[src/rtl/muldiv_sequencer.sv]
// muldiv_sequencer: iterative RV32M multiply/divide (shift-add / restoring divide) beside the ALU.
// Define MULDIV_EARLY_OUT_EN to finish divide-by-zero, signed overflow and zero-operand multiply in one cycle.
module muldiv_sequencer #(
    parameter int N = 32
) (
    input  logic         clk,
    input  logic         rst,
    input  logic         start,
    input  logic         flush,
    input  logic [2:0]   funct3,
    input  logic [N-1:0] op_a,
    input  logic [N-1:0] op_b,
    output logic         busy,
    output logic         done,
    output logic [N-1:0] result
);
    localparam int CW = $clog2(N);
    typedef enum logic [1:0] {IDLE, CALC, FIX, DONE} state_t;
    state_t state, state_n;
    logic [CW-1:0] cnt;
    logic [2:0] f3;
    logic an, bn, bz;
    logic [N-1:0] m;
    logic [2*N-1:0] acc;
    logic sa, sb, a_neg, b_neg, accept, early;
    logic [N-1:0] a_mag, b_mag, q, r, qf, rf, fix_res, early_res;
    logic [N:0] sum, diff;
    logic [2*N-1:0] prod, acc_mul, acc_div;

    assign sa     = funct3[2] ? ~funct3[0] : (funct3[1:0] != 2'b11);
    assign sb     = funct3[2] ? ~funct3[0] : (funct3[1:0] == 2'b01);
    assign a_neg  = sa & op_a[N-1];
    assign b_neg  = sb & op_b[N-1];
    assign a_mag  = a_neg ? -op_a : op_a;
    assign b_mag  = b_neg ? -op_b : op_b;
    assign accept = (state == IDLE) && start && !flush;
    assign busy   = state != IDLE;
    assign done   = state == DONE;

    // multiply keeps the multiplier in acc's low half; divide keeps {remainder, dividend/quotient}
    assign sum     = {1'b0, acc[2*N-1:N]} + {1'b0, m};
    assign diff    = {acc[2*N-1:N], acc[N-1]} - {1'b0, m};
    assign acc_mul = acc[0] ? {sum, acc[N-1:1]} : {1'b0, acc[2*N-1:1]};
    assign acc_div = diff[N] ? {acc[2*N-2:0], 1'b0} : {diff[N-1:0], acc[N-2:0], 1'b1};

    assign prod    = (an ^ bn) ? -acc : acc;
    assign q       = acc[N-1:0];
    assign r       = acc[2*N-1:N];
    assign qf      = bz ? '1 : ((an ^ bn) ? -q : q);
    assign rf      = an ? -r : r;
    assign fix_res = f3[2] ? (f3[1] ? rf : qf) : (f3[1:0] == 2'b00 ? prod[N-1:0] : prod[2*N-1:N]);

`ifdef MULDIV_EARLY_OUT_EN
    logic ovf, bz_in;
    assign bz_in     = op_b == '0;
    assign ovf       = funct3[2] & ~funct3[0] & (op_a == {1'b1, {(N-1){1'b0}}}) & (&op_b);
    assign early     = funct3[2] ? (bz_in | ovf) : (op_a == '0 || op_b == '0);
    assign early_res = !funct3[2] ? '0 :
                       funct3[1] ? (bz_in ? op_a : '0) : (bz_in ? '1 : {1'b1, {(N-1){1'b0}}});
`else
    assign early     = 1'b0;
    assign early_res = '0;
`endif

    always_comb begin
        state_n = state;
        unique case (state)
            IDLE: state_n = accept ? (early ? DONE : CALC) : IDLE;
            CALC: state_n = flush ? IDLE : (cnt == '0 ? FIX : CALC);
            FIX:  state_n = flush ? IDLE : DONE;
            DONE: state_n = IDLE;
        endcase
    end

    always_ff @(posedge clk or posedge rst) begin
        if (rst) begin
            state  <= IDLE;
            cnt    <= '0;
            f3     <= '0;
            an     <= 1'b0;
            bn     <= 1'b0;
            bz     <= 1'b0;
            m      <= '0;
            acc    <= '0;
            result <= '0;
        end else begin
            state <= state_n;
            if (accept) begin
                f3  <= funct3;
                an  <= a_neg;
                bn  <= b_neg;
                bz  <= op_b == '0;
                cnt <= CW'(N - 1);
                m   <= funct3[2] ? b_mag : a_mag;
                acc <= {{N{1'b0}}, funct3[2] ? a_mag : b_mag};
            end else if (state == CALC) begin
                acc <= f3[2] ? acc_div : acc_mul;
                cnt <= cnt - CW'(1);
            end
            if (state_n == DONE)
                result <= (state == IDLE) ? early_res : fix_res;
        end
    end
endmodule
[config.mk]
export PLATFORM = sky130hd
export DESIGN_NAME = muldiv_sequencer
export DESIGN_NICKNAME = d
export VERILOG_FILES = /design/src/rtl/muldiv_sequencer.sv
export SDC_FILE = /design/constraint.sdc
export NUM_CORES = 1
export LEC_CHECK = 0
export BUFFER_PORTS_ARGS = -buffer_cell sky130_fd_sc_hd__buf_2
export CAP_MARGIN = 15
export CORE_MARGIN = 5
export CORE_UTILIZATION = 58
export CTS_CLUSTER_DIAMETER = 100
export DETAILED_ROUTE_END_ITERATION = 12
export MAX_ROUTING_LAYER = met4
export PLACE_DENSITY = 0.77
export SLEW_MARGIN = 5
export SYNTH_ARGS = -nofsm -noshare
export SYNTH_HDL_FRONTEND = slang
export SYNTH_SLANG_ARGS = --single-unit
export TNS_END_PERCENT = 5
[constraint.sdc]
create_clock -name clk -period 7 [get_ports clk]
set_input_delay 1.4 -clock clk [delete_from_list [all_inputs] [get_ports clk]]
set_output_delay 1.4 -clock clk [all_outputs]
set_load 0.005 [all_outputs]
==> flow_metrics.py <==
metrics = {
    "clocking": {
        "htree_levels": 4,
        "cts_setup_buffers": 0,
        "cts_buffers": 17,
        "cts_hold_buf": 0,
        "clk_pin_slew_ps": 70,
        "cts_buffer_depth": 2,
        "clkLatencyLatePin_ps": 440,
        "clock_sinks": 141,
        "tritoncts": "built",
        "cts_resized": 0,
        "root_buffer": "clkbuf_16",
    },
    "synthesis": {
        "synth_area_mm2": 0.0148,
        "synth_top_area_cell": "dfrtp_1",
        "ys_seq_area_share_pct": 23.9,
        "ys_warn_count": 0,
        "syn_area_per_cell_um2": 7.44,
        "synthFlopType": "dfrtp_1",
        "synth-edff-count": 0,
        "syn-num-nets": 2126,
        "synth_most_common_cell": "nand2_1",
        "synth.distinct_cells": 78,
        "synth_top_cell_area_share_pct": 23.9,
        "ys_top_cells_by_count": "nand2_1, a21oi_1, nor2_1, o21ai_0",
        "syn_inst": 1984,
        "ys_seq_elements": 141,
        "synthTopCellsByArea": "dfrtp_1, a21oi_1, xnor2_1",
        "async_flop_share_pct": 100,
    },
    "sta": {
        "tightestPinTransition_ps": 1090,
        "setup_viol": 0,
        "rsz0062_at_grt": "no",
        "whs_ps": 484,
        "final.setup_skew_ps": 16.2,
        "hold_viol": 0,
        "setup_tns_ps": 0,
        "relSlewSlack_pct": 26.8,
        "fin_ws_ps": 2660,
        "report.final.slew_viol_count": 0,
        "max_freq_mhz": 230,
        "layout_min_cycle_time_ps": 4340,
        "fin_crit_sh_pct": 62.0,
    },
    "status": {
        "status": "complete, no violations",
    },
    "worst_setup_path": {
        "path_cells": "inv_1 > ha_1 > fa_1 > nand2b_1 > a211oi_1 > o2111ai_1 > o211a_1 > o211a_1 > nor4_4 > buf_4 > o311ai_0 > a32o_1",
        "r2r_slack_ps": 2660,
        "crit_required_ps": 7330,
        "startpoint_type": "register",
        "worst-path-max-fanout": 33,
        "critPathBufInv": 2,
        "crit_family": "compound AO/OA/AOI/OAI gates",
        "worst-setup-path-type": "reg2reg",
        "cp_slowest_stage_delay_ps": 580,
        "cp_common_cell": "o211a_1",
        "endpoint_kind": "register",
        "cp.arrival_ps": 4670,
        "cp_slowest_cell": "nor4_4",
    },
    "cells_and_area": {
        "area.growth.synth_to_final_pct": 7.75,
        "layout-drive-gt1-share_pct": 9.77,
        "fin_nets": 2115,
        "final_cell_area_mm2": 0.0159,
        "final_util_pct": 63.3,
        "fin_cells": 2318,
    },
    "route": {
        "ant_nets": 0,
        "wirelength_mm": 53.1,
        "viasPerCell": 6.68,
        "dr_total_vias": 15500,
        "drc": 0,
        "drt_iter0_markers": 1900,
        "wl_per_cell_um": 22.9,
        "drt_pass1_iterations": 6,
    },
    "global_route": {
        "grt_pass1_vias": 14400,
        "grt-ovfl-total": 0,
        "antenna_found_initial": 2,
        "grt_use_total_pct": 37.6,
        "grt_max_degree": 102,
        "grt_pass1_wl_mm": 82.4,
    },
    "power": {
        "irDropWorstVdd_mv": 0.214,
        "p_total_mw": 6.51,
        "p_leak_nw": 6.83,
        "power.density_mw_per_mm2": 409,
    },
    "floorplanning": {
        "start_util_pct": 58.8,
        "ioPinCount": 105,
        "dieWidth_um": 170,
        "core_area_mm2": 0.0251,
        "die_h_um": 170,
        "die-area_mm2": 0.0287,
        "num_rows": 58,
    },
    "placed_design": {
        "hpwl_mm": 39.9,
        "pre_cts_slack_ps": 2580,
        "gp_congestion": 1.03,
        "placed_cell_area_mm2": 0.0153,
        "io_buffers": 104,
        "numPlacedInstances": 2284,
    },
    "hold_path": {
        "worstHoldPathType": "reg2reg",
    },
    "flow_run": {
        "max-cap-violations": 0,
    },
}
==> sequential cells by signal, summed over array words and instances (netlist names) <==
signal and flops:
an 1, bn 1, m 32, result 32, bz 1, f3 3
cnt 5, state 2, acc 64
==> kinds of logic after synthesis <==
family	count (synthesis)	synth area share [%]
xor+xnor	201	11.9
compound gates	671	28.8
buf+inv	227	5.88
flops	141	23.9
fa+ha+maj	71	6.12
simple gates	613	19.3
mux	60	4.09
==> final timing paths <==
| check | from | end | cells past startpoint |
|---|---|---|---|
| worst max-delay path | acc[31] | acc[43] | 12 |
| worst min-delay path | result[24] | result[24] | 2 |
| worst max register to register | acc[31] | acc[43] | 12 |
| worst min register to register | result[24] | result[24] | 2 |
| max in group asynchronous | rst | m[2] | 3 |
| min in group asynchronous | rst | cnt[3] | 2 |
==> placed cells by master (no fill, tap or decap), drive strengths merged, types with 7 or more instances in the layout <==
master / n
a31oi: 17
xor2: 100
nor3: 37
o211ai: 53
xnor2: 101
a21oi: 197
or2: 7
mux2i: 58
nand4: 14
o21ai: 183
nor2: 178
nand2b: 18
a32o: 8
nor2b: 8
a21o: 28
buf: 127
or3: 17
nand3: 38
o221ai: 18
nor4: 19
or4: 16
and2: 11
a221oi: 23
nand2: 224
o21a: 15
inv: 76
ha: 69
o31ai: 24
o41ai: 14
a221o: 8
a211oi: 24
and3: 10
clkbuf: 18
dfrtp: 141
==> tightest hold or removal path, stage by stage (launching register included) <==
cell     delay, ps
dfrtp_1        340
a21oi_1         60
nand2_1         50
==> final cells by class <==
class | count | area, µm²
sequential | 141 | 3530
clock inverter | 14 | 151
multi-input combinational | 1616 | 10400
timing repair buffer | 127 | 693
tap | 330 | 413
inverter | 70 | 268
fill | 2314 | 9210
clock buffer | 18 | 439
antenna | 2 | 5.00
==> power breakdown <==
part	leakage [nW]	total, mW	internal [mW]	switching, mW
Clock	0.289	0.932	0.513	0.419
Combinational	4.76	4.02	1.55	2.46
Sequential	1.79	1.56	1.01	0.548
Total	6.83	6.51	3.08	3.43
==> routing by layer <==
metal	part of all wire, %	global-route usage [%]	wire length [µm]	up-vias
met5	0	-	0	-
met4	5.8	18.6	3060	0
met3	9.3	5.85	4910	132
met2	44	56.8	23600	802
met1	41	49.4	21600	7387
li1	-	-	-	7174
Note: power is estimated with default switching activity, not from simulation.
